==> src/rtl/framebuffer_writer_if.sv <==
// Pixel-stream in / BRAM write port out bundle for framebuffer_writer.
// Optional feature macro: DOUBLE_BUFFER_EN (widens bram_addr by one bank-select bit).
// master: the writer (consumes the stream, drives the BRAM port).
// slave : the environment (drives the stream, observes the BRAM port).
interface framebuffer_writer_if #(
  parameter int PIXEL_WIDTH = 12,
  parameter int ADDR_WIDTH  = 17
);
`ifdef DOUBLE_BUFFER_EN
  localparam int BUS_ADDR_WIDTH = ADDR_WIDTH + 1;
`else
  localparam int BUS_ADDR_WIDTH = ADDR_WIDTH;
`endif

  logic                      axiiv;
  logic [PIXEL_WIDTH-1:0]    axiid;
  logic                      frame_start;
  logic                      line_end;
  logic                      bram_we;
  logic [BUS_ADDR_WIDTH-1:0] bram_addr;
  logic [PIXEL_WIDTH-1:0]    bram_data_in;

  modport master (
    input  axiiv, axiid, frame_start, line_end,
    output bram_we, bram_addr, bram_data_in
  );

  modport slave (
    output axiiv, axiid, frame_start, line_end,
    input  bram_we, bram_addr, bram_data_in
  );
endinterface

==> src/rtl/framebuffer_writer.sv <==
// framebuffer_writer: turns a valid-qualified pixel stream with start-of-frame and
// end-of-line strobes into BRAM writes. Address = row_base + x, where row_base grows by
// FRAME_WIDTH per line, so no multiplier is needed.
// Optional feature macro: DOUBLE_BUFFER_EN adds a write-bank bit on top of bram_addr and a
// disp_bank output; both flip together when a frame completes.
module framebuffer_writer #(
  parameter int FRAME_WIDTH  = 240,
  parameter int FRAME_HEIGHT = 320,
  parameter int PIXEL_WIDTH  = 12,
  parameter int ADDR_WIDTH   = 17
) (
  input  logic                  clk,
  input  logic                  rst_n,
  framebuffer_writer_if.master  bus,
  output logic [15:0]           x_count,
  output logic [15:0]           y_count,
  output logic                  frame_done,
  output logic                  err_overflow,
  output logic                  err_short
`ifdef DOUBLE_BUFFER_EN
  ,
  output logic                  disp_bank
`endif
);

`ifdef DOUBLE_BUFFER_EN
  localparam int BUS_ADDR_WIDTH = ADDR_WIDTH + 1;
`else
  localparam int BUS_ADDR_WIDTH = ADDR_WIDTH;
`endif

  typedef enum logic {WAIT_SOF, ACTIVE} state_t;

  state_t                    state_q, state_d;
  logic [15:0]               x_q, x_d;
  logic [15:0]               y_q, y_d;
  logic [ADDR_WIDTH-1:0]     row_base_q, row_base_d;
  logic                      we_q, we_d;
  logic [BUS_ADDR_WIDTH-1:0] addr_q, addr_d;
  logic [PIXEL_WIDTH-1:0]    data_q, data_d;
  logic                      done_q, done_d;
  logic                      ovf_q, ovf_d;
  logic                      short_q, short_d;
  logic [BUS_ADDR_WIDTH-1:0] pix_addr;
  logic [BUS_ADDR_WIDTH-1:0] sof_addr;

`ifdef DOUBLE_BUFFER_EN
  logic bank_q, bank_d;

  // Bank bit sits above the pixel offset; the display always reads the other bank.
  assign pix_addr  = {bank_q, row_base_q + ADDR_WIDTH'(x_q)};
  assign sof_addr  = {bank_q, {ADDR_WIDTH{1'b0}}};
  assign disp_bank = ~bank_q;
`else
  assign pix_addr  = row_base_q + ADDR_WIDTH'(x_q);
  assign sof_addr  = '0;
`endif

  assign bus.bram_we      = we_q;
  assign bus.bram_addr    = addr_q;
  assign bus.bram_data_in = data_q;
  assign x_count          = x_q;
  assign y_count          = y_q;
  assign frame_done       = done_q;
  assign err_overflow     = ovf_q;
  assign err_short        = short_q;

  // Register all position, write-port and status state; reset abandons any open frame.
  always_ff @(posedge clk or negedge rst_n) begin
    if (!rst_n) begin
      state_q    <= WAIT_SOF;
      x_q        <= '0;
      y_q        <= '0;
      row_base_q <= '0;
      we_q       <= 1'b0;
      addr_q     <= '0;
      data_q     <= '0;
      done_q     <= 1'b0;
      ovf_q      <= 1'b0;
      short_q    <= 1'b0;
`ifdef DOUBLE_BUFFER_EN
      bank_q     <= 1'b0;
`endif
    end else begin
      state_q    <= state_d;
      x_q        <= x_d;
      y_q        <= y_d;
      row_base_q <= row_base_d;
      we_q       <= we_d;
      addr_q     <= addr_d;
      data_q     <= data_d;
      done_q     <= done_d;
      ovf_q      <= ovf_d;
      short_q    <= short_d;
`ifdef DOUBLE_BUFFER_EN
      bank_q     <= bank_d;
`endif
    end
  end

  // Next-state: frame_start dominates; in ACTIVE a same-cycle pixel is written at the
  // current x before line_end rewinds x, so the line_end assignments come last.
  always_comb begin
    state_d    = state_q;
    x_d        = x_q;
    y_d        = y_q;
    row_base_d = row_base_q;
    we_d       = 1'b0;
    addr_d     = addr_q;
    data_d     = data_q;
    done_d     = 1'b0;
    ovf_d      = ovf_q;
    short_d    = short_q;
`ifdef DOUBLE_BUFFER_EN
    bank_d     = bank_q;
`endif

    if (bus.frame_start) begin
      if (state_q == ACTIVE && (x_q != 16'd0 || y_q != 16'd0)) begin
        short_d = 1'b1;
      end
      state_d    = ACTIVE;
      x_d        = 16'd0;
      y_d        = 16'd0;
      row_base_d = '0;
      if (bus.axiiv) begin
        we_d   = 1'b1;
        addr_d = sof_addr;
        data_d = bus.axiid;
        x_d    = 16'd1;
      end
    end else if (state_q == ACTIVE) begin
      if (bus.axiiv) begin
        if (x_q < 16'(FRAME_WIDTH)) begin
          we_d   = 1'b1;
          addr_d = pix_addr;
          data_d = bus.axiid;
          x_d    = x_q + 16'd1;
        end else begin
          ovf_d = 1'b1;
        end
      end
      if (bus.line_end) begin
        x_d = 16'd0;
        if (y_q < 16'(FRAME_HEIGHT - 1)) begin
          y_d        = y_q + 16'd1;
          row_base_d = row_base_q + ADDR_WIDTH'(FRAME_WIDTH);
        end else begin
          y_d        = 16'd0;
          row_base_d = '0;
          done_d     = 1'b1;
          state_d    = WAIT_SOF;
`ifdef DOUBLE_BUFFER_EN
          bank_d     = ~bank_q;
`endif
        end
      end
    end else begin
      if (bus.axiiv) begin
        ovf_d = 1'b1;
      end
    end
  end

endmodule

==> src/flat_wrapper.sv <==
// flat-port wrapper written by rule: the top's interface ports become plain ports
module framebuffer_writer_flat 
#(
  parameter int FRAME_WIDTH  = 240,
  parameter int FRAME_HEIGHT = 320,
  parameter int PIXEL_WIDTH  = 12,
  parameter int ADDR_WIDTH   = 17
)
  (clk, rst_n, x_count, y_count, frame_done, err_overflow, err_short, bus_axiiv, bus_axiid, bus_frame_start, bus_line_end, bus_bram_we, bus_bram_addr, bus_bram_data_in);
  framebuffer_writer_if #(.PIXEL_WIDTH(PIXEL_WIDTH), .ADDR_WIDTH(ADDR_WIDTH)) bus_i ();
  input  logic clk;
  input  logic rst_n;
  output logic [15:0] x_count;
  output logic [15:0] y_count;
  output logic frame_done;
  output logic err_overflow;
  output logic err_short;
  input wire logic [$bits(bus_i.axiiv)-1:0] bus_axiiv;
  input wire logic [$bits(bus_i.axiid)-1:0] bus_axiid;
  input wire logic [$bits(bus_i.frame_start)-1:0] bus_frame_start;
  input wire logic [$bits(bus_i.line_end)-1:0] bus_line_end;
  output wire logic [$bits(bus_i.bram_we)-1:0] bus_bram_we;
  output wire logic [$bits(bus_i.bram_addr)-1:0] bus_bram_addr;
  output wire logic [$bits(bus_i.bram_data_in)-1:0] bus_bram_data_in;
  assign bus_i.axiiv = bus_axiiv;
  assign bus_i.axiid = bus_axiid;
  assign bus_i.frame_start = bus_frame_start;
  assign bus_i.line_end = bus_line_end;
  assign bus_bram_we = bus_i.bram_we;
  assign bus_bram_addr = bus_i.bram_addr;
  assign bus_bram_data_in = bus_i.bram_data_in;
  framebuffer_writer #(.FRAME_WIDTH(FRAME_WIDTH), .FRAME_HEIGHT(FRAME_HEIGHT), .PIXEL_WIDTH(PIXEL_WIDTH), .ADDR_WIDTH(ADDR_WIDTH)) u_core (.clk(clk), .rst_n(rst_n), .bus(bus_i), .x_count(x_count), .y_count(y_count), .frame_done(frame_done), .err_overflow(err_overflow), .err_short(err_short));
endmodule
==> config.mk <==
export PLATFORM = sky130hd
export DESIGN_NAME = framebuffer_writer_flat
export DESIGN_NICKNAME = d
export VERILOG_FILES = /design/src/rtl/framebuffer_writer_if.sv /design/src/rtl/framebuffer_writer.sv /design/src/flat_wrapper.sv
export SDC_FILE = /design/constraint.sdc
export NUM_CORES = 1
export LEC_CHECK = 0
export CAP_MARGIN = 20
export CORE_MARGIN = 2
export CORE_UTILIZATION = 30
export DETAILED_ROUTE_END_ITERATION = 6
export REMOVE_ABC_BUFFERS = 1
export SLEW_MARGIN = 10
export SYNTH_ARGS = -nofsm -noshare
export SYNTH_HDL_FRONTEND = slang
export SYNTH_SLANG_ARGS = --single-unit
==> constraint.sdc <==
create_clock -name clk -period 2.9 [get_ports clk]
set_input_delay 0.435 -clock clk [delete_from_list [all_inputs] [get_ports clk]]
set_output_delay 0.435 -clock clk [all_outputs]
set_load 0.02 [all_outputs]
==> flow_summary.html, run 1 <==
<table>
<tr><th>Metric</th><th>Value</th></tr>
<tr><th colspan="2">Global route</th></tr>
<tr><td>Pin count of the biggest net entering global routing</td><td>80</td></tr>
<tr><td>GRT Overall Usage</td><td>0.1428</td></tr>
<tr><td>Wire length of the first global-routing pass</td><td>16170 µm</td></tr>
<tr><td>Antenna violations before repair</td><td>0</td></tr>
<tr><td>Vias in the first global route</td><td>3163</td></tr>
<tr><td>Final global-route overflow total</td><td>0</td></tr>
<tr><th colspan="2">Synthesis</th></tr>
<tr><td>Post-Synthesis Cell Area</td><td>3889 µm²</td></tr>
<tr><td>Number of distinct library cells after synthesis</td><td>52</td></tr>
<tr><td>Cell count after synthesis</td><td>397</td></tr>
<tr><td>Portion of synthesized cell area occupied by the leading cell type</td><td>0.5084</td></tr>
<tr><td>Share of async-settable or async-resettable flops after synthesis</td><td>1.000</td></tr>
<tr><td>Count of yosys warnings during synthesis</td><td>0</td></tr>
<tr><td>Yosys reg bits</td><td>79</td></tr>
<tr><td>Most area-consuming cells after synthesis</td><td>sky130_fd_sc_hd__dfrtp_1 51%, sky130_fd_sc_hd__nand2_1 6.9%, sky130_fd_sc_hd__ha_1 5.5%, sky130_fd_sc_hd__o21ai_0 3.5%, sky130_fd_sc_hd__nor2_1 3.2%</td></tr>
<tr><td>Syn_area_per_cell</td><td>9.795 µm²</td></tr>
<tr><td>Dominant cell type by area after synthesis</td><td>sky130_fd_sc_hd__dfrtp_1</td></tr>
<tr><td>Most used flip-flop cell after synthesis</td><td>sky130_fd_sc_hd__dfrtp_1</td></tr>
<tr><td>Post-synthesis sequential area ratio</td><td>0.5084</td></tr>
<tr><td>Synth top cells by count</td><td>79 x sky130_fd_sc_hd__dfrtp_1, 71 x sky130_fd_sc_hd__nand2_1, 33 x sky130_fd_sc_hd__nor2_1, 27 x sky130_fd_sc_hd__o21ai_0, 17 x sky130_fd_sc_hd__ha_1</td></tr>
<tr><td>Most common cell in the synthesized netlist</td><td>sky130_fd_sc_hd__dfrtp_1</td></tr>
<tr><td>Count of flip-flops with a built-in enable after synthesis</td><td>0</td></tr>
<tr><th colspan="2">Worst hold path</th></tr>
<tr><td>Hold path startpoint</td><td>u_core.bus.bram_data_in[0]</td></tr>
<tr><td>Classification of the worst-slack hold path</td><td>reg2reg</td></tr>
<tr><td>Hold Crit Depth</td><td>2</td></tr>
<tr><td>Hold EP</td><td>u_core.bus.bram_data_in[0]</td></tr>
<tr><th colspan="2">Floorplan</th></tr>
<tr><td>Floorplan row count</td><td>41</td></tr>
<tr><td>Die height</td><td>117.9 µm</td></tr>
<tr><td>Die Area</td><td>13890 µm²</td></tr>
<tr><td>Placeable Area</td><td>12620 µm²</td></tr>
<tr><td>Die Span X</td><td>117.9 µm</td></tr>
<tr><td>Top-level port count</td><td>82</td></tr>
<tr><td>Initial core utilization</td><td>0.3081</td></tr>
<tr><th colspan="2">Timing</th></tr>
<tr><td>Tightest slew margin relative to the limit</td><td>0.5943</td></tr>
<tr><td>Final count of hold timing violations</td><td>0</td></tr>
<tr><td>Min Clock Period, post-route</td><td>2.347 ns</td></tr>
<tr><td>Clock tree skew after final layout</td><td>0.007193 ns</td></tr>
<tr><td>Worst hold slack across all endpoints</td><td>0.4715 ns</td></tr>
<tr><td>Final worst-path setup slack</td><td>0.5531 ns</td></tr>
<tr><td>Highest attainable clock frequency</td><td>426.1 MHz</td></tr>
<tr><td>Post-route clock period utilization</td><td>0.8093</td></tr>
<tr><td>Total negative slack</td><td>0 ns</td></tr>
<tr><td>Final Setup Violations</td><td>0</td></tr>
<tr><td>Max-slew violation count</td><td>0</td></tr>
<tr><td>Pin slew with the least headroom to its limit</td><td>0.6038 ns</td></tr>
<tr><td>RSZ-0062 raised after global routing</td><td>no</td></tr>
<tr><th colspan="2">Clock tree</th></tr>
<tr><td>TritonCTS clock tree</td><td>built</td></tr>
<tr><td>Total setup buffers inserted after CTS</td><td>0</td></tr>
<tr><td>Root buffer selected by CTS</td><td>sky130_fd_sc_hd__clkbuf_16</td></tr>
<tr><td>Hold Buf Count CTS</td><td>0</td></tr>
<tr><td>Number of clock sinks seen by CTS</td><td>79</td></tr>
<tr><td>Worst-case clock buffer depth</td><td>2</td></tr>
<tr><td>Clock slew at reported path FFs</td><td>0.06 ns</td></tr>
<tr><td>Clock buffer count from CTS</td><td>9</td></tr>
<tr><td>H-Tree Level Count</td><td>3</td></tr>
<tr><td># resized after CTS</td><td>0</td></tr>
<tr><td>Clock network latency to the later pin of the worst-skew pair</td><td>0.33 ns</td></tr>
<tr><th colspan="2">Critical path</th></tr>
<tr><td>Crit-path max FO</td><td>7</td></tr>
<tr><td>FF-to-FF path depth</td><td>7</td></tr>
<tr><td>CP Launch Point</td><td>u_core.x_count[5]</td></tr>
<tr><td>Reg-to-reg slack, setup</td><td>0.55 ns</td></tr>
<tr><td>Signal arrival time at the worst endpoint</td><td>2.57 ns</td></tr>
<tr><td>Critical path class</td><td>reg2reg</td></tr>
<tr><td>Critical path capture point type</td><td>register</td></tr>
<tr><td>Critical path launch point type</td><td>register</td></tr>
<tr><td>Startpoint of the lowest-slack register-to-register path</td><td>u_core.x_count[5]</td></tr>
<tr><td>Data required time of the worst path</td><td>3.12 ns</td></tr>
<tr><td>End of the worst register-to-register path</td><td>u_core.bus.bram_addr[16]</td></tr>
<tr><th colspan="2">Power</th></tr>
<tr><td>Clock network fraction of total power</td><td>0.443</td></tr>
<tr><td>IR Drop Worst-Case VDD</td><td>0.2640 mV</td></tr>
<tr><td>Static power due to leakage</td><td>2.347 nW</td></tr>
<tr><td>Tot Pwr</td><td>2.890 mW</td></tr>
<tr><td>Sequential Power Share</td><td>0.422</td></tr>
<tr><td>Combinational cell fraction of total power</td><td>0.135</td></tr>
<tr><td>Total internal power</td><td>2.170 mW</td></tr>
<tr><td>Power per standard cell area</td><td>548.8 nW/µm²</td></tr>
<tr><td>Switching part of the total</td><td>0.2491</td></tr>
<tr><td>Net load switching power</td><td>0.7198 mW</td></tr>
<tr><th colspan="2">Finish</th></tr>
<tr><td>Fraction of final layout cells sized beyond drive strength 1</td><td>0.07392</td></tr>
<tr><td>Cell Count, Final, Fillers Out</td><td>659</td></tr>
<tr><td>Final cell area excluding filler cells</td><td>5266 µm²</td></tr>
<tr><td>Inserted Diodes</td><td>0</td></tr>
<tr><td>Fill cell instance count of the final layout</td><td>1256</td></tr>
<tr><td>Area used by sequential logic in the layout</td><td>1977 µm²</td></tr>
<tr><td>Area overhead of the layout relative to synthesis</td><td>35.42%</td></tr>
<tr><td>Final standard cell utilization of the core</td><td>0.4173</td></tr>
<tr><td>Area of the multi-input gates</td><td>1797 µm²</td></tr>
<tr><td>Total Nets Final</td><td>517</td></tr>
<tr><th colspan="2">Place</th></tr>
<tr><td>Last weighted congestion value of the routability-driven placer</td><td>0.7909</td></tr>
<tr><td>Post-placement worst setup slack</td><td>0.6016 ns</td></tr>
<tr><td>DP HPWL</td><td>6879 µm</td></tr>
<tr><td>I/O Buffers</td><td>81</td></tr>
<tr><td>Placed cell areas</td><td>4893 µm²</td></tr>
<tr><td>Count of placed standard cells including taps</td><td>642</td></tr>
<tr><th colspan="2">Detailed routing</th></tr>
<tr><td>Detailed-routing iteration count for the pre-antenna-repair pass</td><td>4</td></tr>
<tr><td>Total via count in the routed design</td><td>3186</td></tr>
<tr><td>Number of routed nets with antenna violations</td><td>0</td></tr>
<tr><td>DR iter-0 viols</td><td>182</td></tr>
<tr><td>Routed WL per cell</td><td>14.49 µm</td></tr>
<tr><td>DRC errors left</td><td>0</td></tr>
<tr><td>Mean number of vias per cell</td><td>4.835</td></tr>
<tr><td>Routed wire length</td><td>9550 µm</td></tr>
<tr><th colspan="2">Run status</th></tr>
<tr><td>Result of the run</td><td>finished clean</td></tr>
<tr><th colspan="2">Job</th></tr>
<tr><td>Max cap viols</td><td>0</td></tr>
</table>
[cells by family after synthesis]
kind of cell             Yosys count  share of synthesized area
AND/OR/NAND/NOR                  172                     0.2182
buffers and inverters             26                    0.03057
flip-flops                        79                     0.5084
AO/OA/AOI/OAI                     84                     0.1454
adder cells (fa/ha/maj)           17                    0.05470
XOR/XNOR                          19                    0.04279
[sequential cells by signal, indices dropped and copies added (netlist names)]
signal                   cells
u_core.row_base_q           13
u_core.err_overflow          1
u_core.state_q               1
u_core.bus.bram_we           1
u_core.bus.bram_addr        17
u_core.x_count              16
u_core.err_short             1
u_core.y_count              16
u_core.bus.bram_data_in     12
u_core.frame_done            1
[cell usage in the layout, fill, tap and decap left out, types with 2 or more instances in the layout]
| cell | instances |
|---|---|
| sky130_fd_sc_hd__a211o_1 | 2 |
| sky130_fd_sc_hd__a21o_1 | 5 |
| sky130_fd_sc_hd__a21oi_1 | 11 |
| sky130_fd_sc_hd__a22o_1 | 5 |
| sky130_fd_sc_hd__a31o_2 | 2 |
| sky130_fd_sc_hd__a31oi_1 | 5 |
| sky130_fd_sc_hd__a32o_1 | 2 |
| sky130_fd_sc_hd__and2_1 | 10 |
| sky130_fd_sc_hd__and3_1 | 8 |
| sky130_fd_sc_hd__and4_1 | 2 |
| sky130_fd_sc_hd__buf_4 | 8 |
| sky130_fd_sc_hd__bufinv_16 | 3 |
| sky130_fd_sc_hd__clkbuf_16 | 9 |
| sky130_fd_sc_hd__clkdlybuf4s50_1 | 80 |
| sky130_fd_sc_hd__clkinvlp_4 | 2 |
| sky130_fd_sc_hd__dfrtp_1 | 79 |
| sky130_fd_sc_hd__ha_1 | 17 |
| sky130_fd_sc_hd__inv_1 | 10 |
| sky130_fd_sc_hd__nand2_1 | 71 |
| sky130_fd_sc_hd__nand2b_1 | 4 |
| sky130_fd_sc_hd__nand3_1 | 12 |
| sky130_fd_sc_hd__nand4_1 | 6 |
| sky130_fd_sc_hd__nor2_1 | 33 |
| sky130_fd_sc_hd__nor2b_1 | 6 |
| sky130_fd_sc_hd__nor3_1 | 5 |
| sky130_fd_sc_hd__nor3b_1 | 2 |
| sky130_fd_sc_hd__nor4_1 | 3 |
| sky130_fd_sc_hd__nor4_4 | 2 |
| sky130_fd_sc_hd__o21a_1 | 2 |
| sky130_fd_sc_hd__o21ai_0 | 27 |
| sky130_fd_sc_hd__o21ai_1 | 2 |
| sky130_fd_sc_hd__o22ai_1 | 2 |
| sky130_fd_sc_hd__o31ai_1 | 7 |
| sky130_fd_sc_hd__or4_1 | 2 |
| sky130_fd_sc_hd__xnor2_1 | 6 |
| sky130_fd_sc_hd__xor2_1 | 13 |
[worst max-delay path, cell delays in order, from the launching register on]
cell and delay (ns):
sky130_fd_sc_hd__dfrtp_1 0.46, sky130_fd_sc_hd__ha_1 0.38, sky130_fd_sc_hd__a211o_1 0.18, sky130_fd_sc_hd__a21oi_2 0.10, sky130_fd_sc_hd__a211oi_2 0.45, sky130_fd_sc_hd__o211ai_1 0.18
sky130_fd_sc_hd__a21o_1 0.22, sky130_fd_sc_hd__a32o_1 0.26
[worst max path at each step]
stage | slack, ns | end | cells after the start
5_1_grt | 0.42 | u_core.row_base_q[8] | 6
4_1_cts | 0.59 | u_core.bus.bram_addr[16] | 7
6_report | 0.55 | u_core.bus.bram_addr[16] | 7
2_1_floorplan | 0.12 | u_core.bus.bram_data_in[0] | 6
3_3_place_gp | 0.63 | u_core.y_count[9] | 5
3_5_place_dp | 0.60 | u_core.bus.bram_addr[16] | 7
[cell type report]
class,count,share of cell area
clock buffers,9,0.04277
clock inverters,6,0.02091
inverters,11,0.008316
multi-input cells,292,0.3412
flip-flops and latches,79,0.3754
well taps,172,0.04086
repair buffers,90,0.1706
[power by group through the flow]
stage	sequential [mW]	clock [mW]	combinational, mW
5_1_grt	1.23	1.36	0.432
4_1_cts	1.22	1.30	0.389
3_5_place_dp	1.24	0	0.387
6_report	1.22	1.28	0.389
3_3_place_gp	1.24	0	0.381
2_1_floorplan	1.27	0	0.159
[layer usage]
metal  GRT usage  up-vias  share of wire
met5           0        -              0
met2      0.2238       74           0.46
met1      0.1957     1544           0.48
met4     0.03765        0         0.0077
met3     0.03828        7          0.046
li1            -     1561              -
No activity file was read; power rests on OpenSTA's default activity.
==> run 2, diff against run 1 <==
==> constraint.sdc (replaced) <==
create_clock -name clk -period 2 [get_ports clk]
set_input_delay 0.3 -clock clk [delete_from_list [all_inputs] [get_ports clk]]
set_output_delay 0.3 -clock clk [all_outputs]
set_load 0.02 [all_outputs]
==> flow_summary.html, run 2 (same netlist as run 1, synthesis figures left out) <==
<table>
<tr><th>Metric</th><th>Value</th></tr>
<tr><th colspan="2">Run status</th></tr>
<tr><td>Result of the run</td><td>finished with violations</td></tr>
<tr><td>Violated checks</td><td>negative setup slack</td></tr>
<tr><th colspan="2">Finish</th></tr>
<tr><td>Flip-flop count of the largest register after layout</td><td>17</td></tr>
<tr><td>Final standard cell utilization of the core</td><td>0.4601</td></tr>
<tr><td>Area overhead of the layout relative to synthesis</td><td>49.32%</td></tr>
<tr><td>Total Nets Final</td><td>569</td></tr>
<tr><td>Cell Count, Final, Fillers Out</td><td>712</td></tr>
<tr><td>Inserted Diodes</td><td>0</td></tr>
<tr><td>Fraction of final layout cells sized beyond drive strength 1</td><td>0.2019</td></tr>
<tr><td>Fill cell instance count of the final layout</td><td>1226</td></tr>
<tr><td>Most frequent cells in the layout</td><td>80 x sky130_fd_sc_hd__clkdlybuf4s50_1, 78 x sky130_fd_sc_hd__dfrtp_1, 71 x sky130_fd_sc_hd__nand2_1, 55 x sky130_fd_sc_hd__buf_4, 32 x sky130_fd_sc_hd__nor2_1</td></tr>
<tr><td>Most common cell after layout, fill and taps aside</td><td>sky130_fd_sc_hd__clkdlybuf4s50_1</td></tr>
<tr><th colspan="2">Timing</th></tr>
<tr><td>Post-route clock period utilization</td><td>1.023</td></tr>
<tr><td>Final count of hold timing violations</td><td>0</td></tr>
<tr><td>Clock tree skew after final layout</td><td>0.01035 ns</td></tr>
<tr><td>Highest attainable clock frequency</td><td>488.6 MHz</td></tr>
<tr><td>Total negative slack</td><td>-0.1029 ns</td></tr>
<tr><td>Tightest slew margin relative to the limit</td><td>0.7520</td></tr>
<tr><td>RSZ-0062 raised after global routing</td><td>yes</td></tr>
<tr><td>Final Setup Violations</td><td>3</td></tr>
<tr><td>Min Clock Period, post-route</td><td>2.047 ns</td></tr>
<tr><td>Pin slew with the least headroom to its limit</td><td>0.3720 ns</td></tr>
<tr><td>Max-slew violation count</td><td>0</td></tr>
<tr><td>Final worst-path setup slack</td><td>-0.04684 ns</td></tr>
<tr><th colspan="2">Global route</th></tr>
<tr><td>Final global-route overflow total</td><td>0</td></tr>
<tr><td>Vias in the first global route</td><td>3466</td></tr>
<tr><td>Antenna violations before repair</td><td>0</td></tr>
<tr><td>GRT Overall Usage</td><td>0.1527</td></tr>
<tr><td>Wire length of the first global-routing pass</td><td>17030 µm</td></tr>
<tr><td>Pin count of the biggest net entering global routing</td><td>34</td></tr>
<tr><th colspan="2">Critical path</th></tr>
<tr><td>Critical path class</td><td>reg2reg</td></tr>
<tr><td>Critical path launch point type</td><td>register</td></tr>
<tr><td>Crit-path max FO</td><td>3</td></tr>
<tr><td>FF-to-FF path depth</td><td>7</td></tr>
<tr><td>Signal arrival time at the worst endpoint</td><td>2.28 ns</td></tr>
<tr><td>Data required time of the worst path</td><td>2.23 ns</td></tr>
<tr><td>Critical path capture point type</td><td>register</td></tr>
<tr><th colspan="2">Worst hold path</th></tr>
<tr><td>Classification of the worst-slack hold path</td><td>in2async</td></tr>
<tr><th colspan="2">Floorplan</th></tr>
<tr><td>Die Area</td><td>13890 µm²</td></tr>
<tr><td>Top-level port count</td><td>82</td></tr>
<tr><td>Die Span X</td><td>117.9 µm</td></tr>
<tr><td>Initial core utilization</td><td>0.3081</td></tr>
<tr><td>Die height</td><td>117.9 µm</td></tr>
<tr><td>Placeable Area</td><td>12620 µm²</td></tr>
<tr><td>Floorplan row count</td><td>41</td></tr>
<tr><th colspan="2">Job</th></tr>
<tr><td>Max cap viols</td><td>0</td></tr>
<tr><th colspan="2">Detailed routing</th></tr>
<tr><td>Detailed-routing iteration count for the pre-antenna-repair pass</td><td>4</td></tr>
<tr><td>Number of routed nets with antenna violations</td><td>0</td></tr>
<tr><td>DR iter-0 viols</td><td>163</td></tr>
<tr><td>Total via count in the routed design</td><td>3391</td></tr>
<tr><td>Routed WL per cell</td><td>14.46 µm</td></tr>
<tr><td>DRC errors left</td><td>0</td></tr>
<tr><td>Routed wire length</td><td>10290 µm</td></tr>
<tr><td>Mean number of vias per cell</td><td>4.763</td></tr>
<tr><th colspan="2">Power</th></tr>
<tr><td>Power per standard cell area</td><td>738.7 nW/µm²</td></tr>
<tr><td>Tot Pwr</td><td>4.290 mW</td></tr>
<tr><td>Static power due to leakage</td><td>2.624 nW</td></tr>
<tr><td>IR Drop Worst-Case VDD</td><td>0.4050 mV</td></tr>
<tr><th colspan="2">Clock tree</th></tr>
<tr><td>Clock network latency to the later pin of the worst-skew pair</td><td>0.35 ns</td></tr>
<tr><td>H-Tree Level Count</td><td>3</td></tr>
<tr><td>Clock buffer count from CTS</td><td>9</td></tr>
<tr><td>Worst-case clock buffer depth</td><td>2</td></tr>
<tr><td>Clock slew at reported path FFs</td><td>0.06 ns</td></tr>
<tr><td>Root buffer selected by CTS</td><td>sky130_fd_sc_hd__clkbuf_16</td></tr>
<tr><td>TritonCTS clock tree</td><td>built</td></tr>
<tr><td>Number of clock sinks seen by CTS</td><td>79</td></tr>
<tr><th colspan="2">Place</th></tr>
<tr><td>Count of placed standard cells including taps</td><td>689</td></tr>
<tr><td>Last weighted congestion value of the routability-driven placer</td><td>0.8993</td></tr>
<tr><td>DP HPWL</td><td>7649 µm</td></tr>
<tr><td>I/O Buffers</td><td>81</td></tr>
</table>
-- run 2: metal layers --
layer | track usage | vias up | wire (µm) | part of all wire
met2 | 0.2504 | 74 | 5002 | 0.49
met3 | 0.04845 | 11 | 493 | 0.048
met4 | 0.05271 | 0 | 124 | 0.012
met5 | 0 | - | 0 | 0
li1 | - | 1672 | - | -
met1 | 0.1896 | 1634 | 4673 | 0.45
-- run 2: final cells by class --
class / instances / area (µm²) / area share
clock inverters: 7 / 102.6 / 0.01767
clock buffers: 9 / 225.2 / 0.03878
repair buffers: 142 / 1309 / 0.2254
inverters: 11 / 47.55 / 0.008188
well taps: 172 / 215.2 / 0.03706
flip-flops and latches: 79 / 1978 / 0.3407
multi-input cells: 292 / 1929 / 0.3323
-- run 2: worst max-delay path: stages, from the launching register on --
cell and delay (ns):
sky130_fd_sc_hd__dfrtp_1 0.38, sky130_fd_sc_hd__ha_1 0.31, sky130_fd_sc_hd__a211o_1 0.35, sky130_fd_sc_hd__a21oi_4 0.22
sky130_fd_sc_hd__a211oi_4 0.10, sky130_fd_sc_hd__o211ai_1 0.25, sky130_fd_sc_hd__nand3_1 0.10, sky130_fd_sc_hd__a32o_1 0.23
-- run 2: final timing paths --
path                                       startpoint                          to  slack, ns
setup reg to reg                 u_core.row_base_q[5]    u_core.bus.bram_addr[16]      -0.05
hold / removal                                  rst_n        u_core.row_base_q[8]       0.42
setup / recovery                 u_core.row_base_q[5]    u_core.bus.bram_addr[16]      -0.05
min in group clk           u_core.bus.bram_data_in[8]  u_core.bus.bram_data_in[8]       0.47
max in group asynchronous                       rst_n          u_core.y_count[10]       0.94
hold reg to reg            u_core.bus.bram_data_in[8]  u_core.bus.bram_data_in[8]       0.47
-- run 2: power breakdown --
part           internal, mW  switching, mW  total, mW
logic                 0.368          0.390      0.759
registers              1.68         0.0583       1.74
clock network          1.11          0.684       1.79
total                  3.16           1.13       4.29
-- run 2: metrics by stage --
stage / setup WS [ns] / instance area [µm²] / hold WS (ns)
after floorplan: -0.7807 / 3814 / 0.004409
after global placement: -0.07237 / 5271 / 0.2447
after detailed placement: -0.1454 / 5271 / 0.2563
after CTS: -0.02865 / 5663 / 0.4264
after global routing: -0.1294 / 5807 / 0.4525
final: -0.04684 / 5807 / 0.4189
-- run 2: what timing repair did --
item	CTS	global route
hold buffers	1	0
endpoints found under the setup margin	14	54
endpoints found under the hold margin	24	0
gates resized for setup	8	26
pin swaps	2	24
setup buffers	3	4
==> run 3, diff against run 2 <==
--- a/config.mk
+++ b/config.mk
@@ -7,10 +7,10 @@
 export LEC_CHECK = 0
 export CAP_MARGIN = 20
 export CORE_MARGIN = 2
-export CORE_UTILIZATION = 30
+export CORE_UTILIZATION = 46
 export DETAILED_ROUTE_END_ITERATION = 6
+export PLACE_DENSITY = 0.76
 export REMOVE_ABC_BUFFERS = 1
-export SLEW_MARGIN = 10
 export SYNTH_ARGS = -nofsm -noshare
 export SYNTH_HDL_FRONTEND = slang
 export SYNTH_SLANG_ARGS = --single-unit
==> flow_summary.html, run 3 (same netlist as run 1, synthesis figures left out) <==
<table>
<tr><th>Metric</th><th>Value</th></tr>
<tr><th colspan="2">Critical path</th></tr>
<tr><td>Data required time of the worst path</td><td>2.24 ns</td></tr>
<tr><td>Reg-to-reg slack, setup</td><td>-0.03 ns</td></tr>
<tr><td>Critical path class</td><td>reg2reg</td></tr>
<tr><td>Crit path capture</td><td>u_core.bus.bram_addr[15]</td></tr>
<tr><td>Number of cells on the critical path</td><td>7</td></tr>
<tr><td>Cell type of the slowest stage on the worst timing path</td><td>sky130_fd_sc_hd__dfrtp_2</td></tr>
<tr><td>CP top delay family</td><td>compound AO/OA/AOI/OAI gates</td></tr>
<tr><td>CP Launch Point</td><td>u_core.x_count[10]</td></tr>
<tr><td>End of the worst register-to-register path</td><td>u_core.bus.bram_addr[15]</td></tr>
<tr><td>Signal arrival time at the worst endpoint</td><td>2.27 ns</td></tr>
<tr><td>Longest individual stage delay on the worst path</td><td>0.45 ns</td></tr>
<tr><td>Crit path buf inv count</td><td>0</td></tr>
<tr><td>Critical path launch point type</td><td>register</td></tr>
<tr><td>Crit-path max FO</td><td>4</td></tr>
<tr><td>FF-to-FF path depth</td><td>7</td></tr>
<tr><td>Critical path capture point type</td><td>register</td></tr>
<tr><td>Startpoint of the lowest-slack register-to-register path</td><td>u_core.x_count[10]</td></tr>
<tr><td>Critical Path, Cell by Cell</td><td>ha_1, o21a_1, a21oi_2, a211oi_2, o2111ai_1, a21o_1, a32o_1</td></tr>
<tr><th colspan="2">Clock tree</th></tr>
<tr><td>Worst-case clock buffer depth</td><td>2</td></tr>
<tr><td>Clock slew at reported path FFs</td><td>0.07 ns</td></tr>
<tr><td>TritonCTS clock tree</td><td>built</td></tr>
<tr><td>H-Tree Level Count</td><td>3</td></tr>
<tr><td>Clock network latency to the later pin of the worst-skew pair</td><td>0.35 ns</td></tr>
<tr><td>Number of clock sinks seen by CTS</td><td>79</td></tr>
<tr><td>Root buffer selected by CTS</td><td>sky130_fd_sc_hd__clkbuf_8</td></tr>
<tr><td>Clock buffer count from CTS</td><td>9</td></tr>
<tr><th colspan="2">Run status</th></tr>
<tr><td>Violated checks</td><td>negative setup slack</td></tr>
<tr><td>Result of the run</td><td>finished with violations</td></tr>
<tr><th colspan="2">Power</th></tr>
<tr><td>Net load switching power</td><td>0.9888 mW</td></tr>
<tr><td>Total internal power</td><td>2.838 mW</td></tr>
<tr><td>IR Drop Worst-Case VDD</td><td>0.3461 mV</td></tr>
<tr><td>Static power due to leakage</td><td>2.497 nW</td></tr>
<tr><td>Clock network fraction of total power</td><td>0.360</td></tr>
<tr><td>Switching part of the total</td><td>0.2584</td></tr>
<tr><td>Combinational cell fraction of total power</td><td>0.186</td></tr>
<tr><td>Power per standard cell area</td><td>703.8 nW/µm²</td></tr>
<tr><td>Sequential Power Share</td><td>0.454</td></tr>
<tr><td>Tot Pwr</td><td>3.827 mW</td></tr>
<tr><th colspan="2">Timing</th></tr>
<tr><td>Max-slew violation count</td><td>0</td></tr>
<tr><td>Pin slew with the least headroom to its limit</td><td>0.5661 ns</td></tr>
<tr><td>Clock tree skew after final layout</td><td>0.007767 ns</td></tr>
<tr><td>Total negative slack</td><td>-0.05551 ns</td></tr>
<tr><td>Final Setup Violations</td><td>3</td></tr>
<tr><td>Final count of hold timing violations</td><td>0</td></tr>
<tr><td>RSZ-0062 raised after global routing</td><td>yes</td></tr>
<tr><td>Tightest slew margin relative to the limit</td><td>0.6226</td></tr>
<tr><td>Min Clock Period, post-route</td><td>2.031 ns</td></tr>
<tr><td>Final worst-path setup slack</td><td>-0.03149 ns</td></tr>
<tr><td>Highest attainable clock frequency</td><td>492.2 MHz</td></tr>
<tr><td>Worst hold slack across all endpoints</td><td>0.4766 ns</td></tr>
<tr><td>Post-route clock period utilization</td><td>1.016</td></tr>
<tr><th colspan="2">Global route</th></tr>
<tr><td>Antenna violations before repair</td><td>0</td></tr>
<tr><td>Pin count of the biggest net entering global routing</td><td>41</td></tr>
<tr><td>GRT Overall Usage</td><td>0.2207</td></tr>
<tr><td>Vias in the first global route</td><td>3363</td></tr>
<tr><td>Wire length of the first global-routing pass</td><td>15770 µm</td></tr>
<tr><td>Final global-route overflow total</td><td>0</td></tr>
<tr><th colspan="2">Worst hold path</th></tr>
<tr><td>Classification of the worst-slack hold path</td><td>reg2reg</td></tr>
<tr><td>Hold path startpoint</td><td>u_core.bus.bram_data_in[3]</td></tr>
<tr><th colspan="2">Detailed routing</th></tr>
<tr><td>Routed wire length</td><td>9613 µm</td></tr>
<tr><td>Mean number of vias per cell</td><td>5.428</td></tr>
<tr><td>Number of routed nets with antenna violations</td><td>0</td></tr>
<tr><td>Routed WL per cell</td><td>15.23 µm</td></tr>
<tr><td>DRC errors left</td><td>0</td></tr>
<tr><td>DR iter-0 viols</td><td>130</td></tr>
<tr><td>Detailed-routing iteration count for the pre-antenna-repair pass</td><td>4</td></tr>
<tr><td>Total via count in the routed design</td><td>3425</td></tr>
<tr><th colspan="2">Finish</th></tr>
<tr><td>Total Nets Final</td><td>556</td></tr>
<tr><td>Final standard cell utilization of the core</td><td>0.6618</td></tr>
<tr><td>Most common cell after layout, fill and taps aside</td><td>sky130_fd_sc_hd__clkdlybuf4s50_1</td></tr>
<tr><td>Fill cell instance count of the final layout</td><td>664</td></tr>
<tr><td>Most frequent cells in the layout</td><td>80 x sky130_fd_sc_hd__clkdlybuf4s50_1, 78 x sky130_fd_sc_hd__dfrtp_1, 71 x sky130_fd_sc_hd__nand2_1, 44 x sky130_fd_sc_hd__buf_4, 32 x sky130_fd_sc_hd__nor2_1</td></tr>
<tr><td>Inserted Diodes</td><td>0</td></tr>
<tr><td>Fraction of final layout cells sized beyond drive strength 1</td><td>0.1616</td></tr>
<tr><td>Flip-flop count of the largest register after layout</td><td>17</td></tr>
<tr><td>Final cell area excluding filler cells</td><td>5438 µm²</td></tr>
<tr><td>Cell Count, Final, Fillers Out</td><td>631</td></tr>
<tr><td>Area overhead of the layout relative to synthesis</td><td>39.83%</td></tr>
<tr><th colspan="2">Place</th></tr>
<tr><td>Last weighted congestion value of the routability-driven placer</td><td>0.8354</td></tr>
<tr><td>I/O Buffers</td><td>81</td></tr>
<tr><td>DP HPWL</td><td>6853 µm</td></tr>
<tr><td>Placed cell areas</td><td>5107 µm²</td></tr>
<tr><td>Post-placement worst setup slack</td><td>-0.1024 ns</td></tr>
<tr><td>Count of placed standard cells including taps</td><td>613</td></tr>
<tr><th colspan="2">Floorplan</th></tr>
<tr><td>Initial core utilization</td><td>0.4733</td></tr>
<tr><td>Floorplan row count</td><td>33</td></tr>
<tr><td>Placeable Area</td><td>8217 µm²</td></tr>
<tr><td>Die height</td><td>95.95 µm</td></tr>
<tr><td>Die Span X</td><td>95.95 µm</td></tr>
<tr><td>Die Area</td><td>9205 µm²</td></tr>
<tr><td>Top-level port count</td><td>82</td></tr>
<tr><th colspan="2">Job</th></tr>
<tr><td>Max cap viols</td><td>0</td></tr>
</table>
## run 3: worst reg2reg max path, stage by stage (launching register included)
cell and delay [ns]:
sky130_fd_sc_hd__dfrtp_2 0.45, sky130_fd_sc_hd__ha_1 0.34, sky130_fd_sc_hd__o21a_1 0.15, sky130_fd_sc_hd__a21oi_2 0.07, sky130_fd_sc_hd__a211oi_2 0.27, sky130_fd_sc_hd__o2111ai_1 0.18
sky130_fd_sc_hd__a21o_1 0.21, sky130_fd_sc_hd__a32o_1 0.24
## run 3: power groups by stage
stage | logic [mW] | clock network [mW] | registers, mW
2_1_floorplan | 0.230 | 0 | 1.85
3_3_place_gp | 0.659 | 0 | 1.76
3_5_place_dp | 0.679 | 0 | 1.77
4_1_cts | 0.700 | 1.40 | 1.74
5_1_grt | 0.777 | 1.47 | 1.75
6_report | 0.710 | 1.38 | 1.74
## run 3: layout make-up
cell class | count | area [µm²] | area share
Timing Repair Buffer | 128 | 1187 | 0.2184
Sequential cell | 79 | 1978 | 0.3638
Inverter | 11 | 47.55 | 0.008744
Timing Repair inverter | 1 | 7.507 | 0.001381
Multi-Input combinational cell | 292 | 1859 | 0.3419
Clock inverter | 4 | 95.09 | 0.01749
Clock buffer | 11 | 131.4 | 0.02416
Tap cell | 105 | 131.4 | 0.02416
## run 3: worst min-delay path by stage
| stage | slack, ns | depth (start not counted) | to |
|---|---|---|---|
| floorplan | 0.004 | 0 | u_core.bus.bram_addr[0] |
| global placement | 0.30 | 1 | u_core.bus.bram_data_in[10] |
| detailed placement | 0.31 | 1 | u_core.bus.bram_data_in[10] |
| CTS | 0.47 | 2 | u_core.bus.bram_data_in[10] |
| global route | 0.49 | 2 | u_core.bus.bram_data_in[0] |
| finish | 0.48 | 2 | u_core.bus.bram_data_in[3] |
## run 3: what timing repair did
| action | 4_1_cts | 5_1_grt |
|---|---|---|
| hold buffers | 1 | 0 |
| setup endpoints to repair | 8 | 31 |
| cloned | 0 | 1 |
| pin swaps | 6 | 7 |
| hold endpoints to repair | 39 | 0 |
| setup buffers | 1 | 2 |
| gates resized for setup | 7 | 13 |
## run 3: per-layer routing
layer / GRT usage / part of all wire / up-vias
li1: - / - / 1636
met4: 0.1000 / 0.027 / 0
met1: 0.2864 / 0.44 / 1644
met3: 0.04307 / 0.068 / 22
met5: 0 / 0 / -
met2: 0.3584 / 0.47 / 123
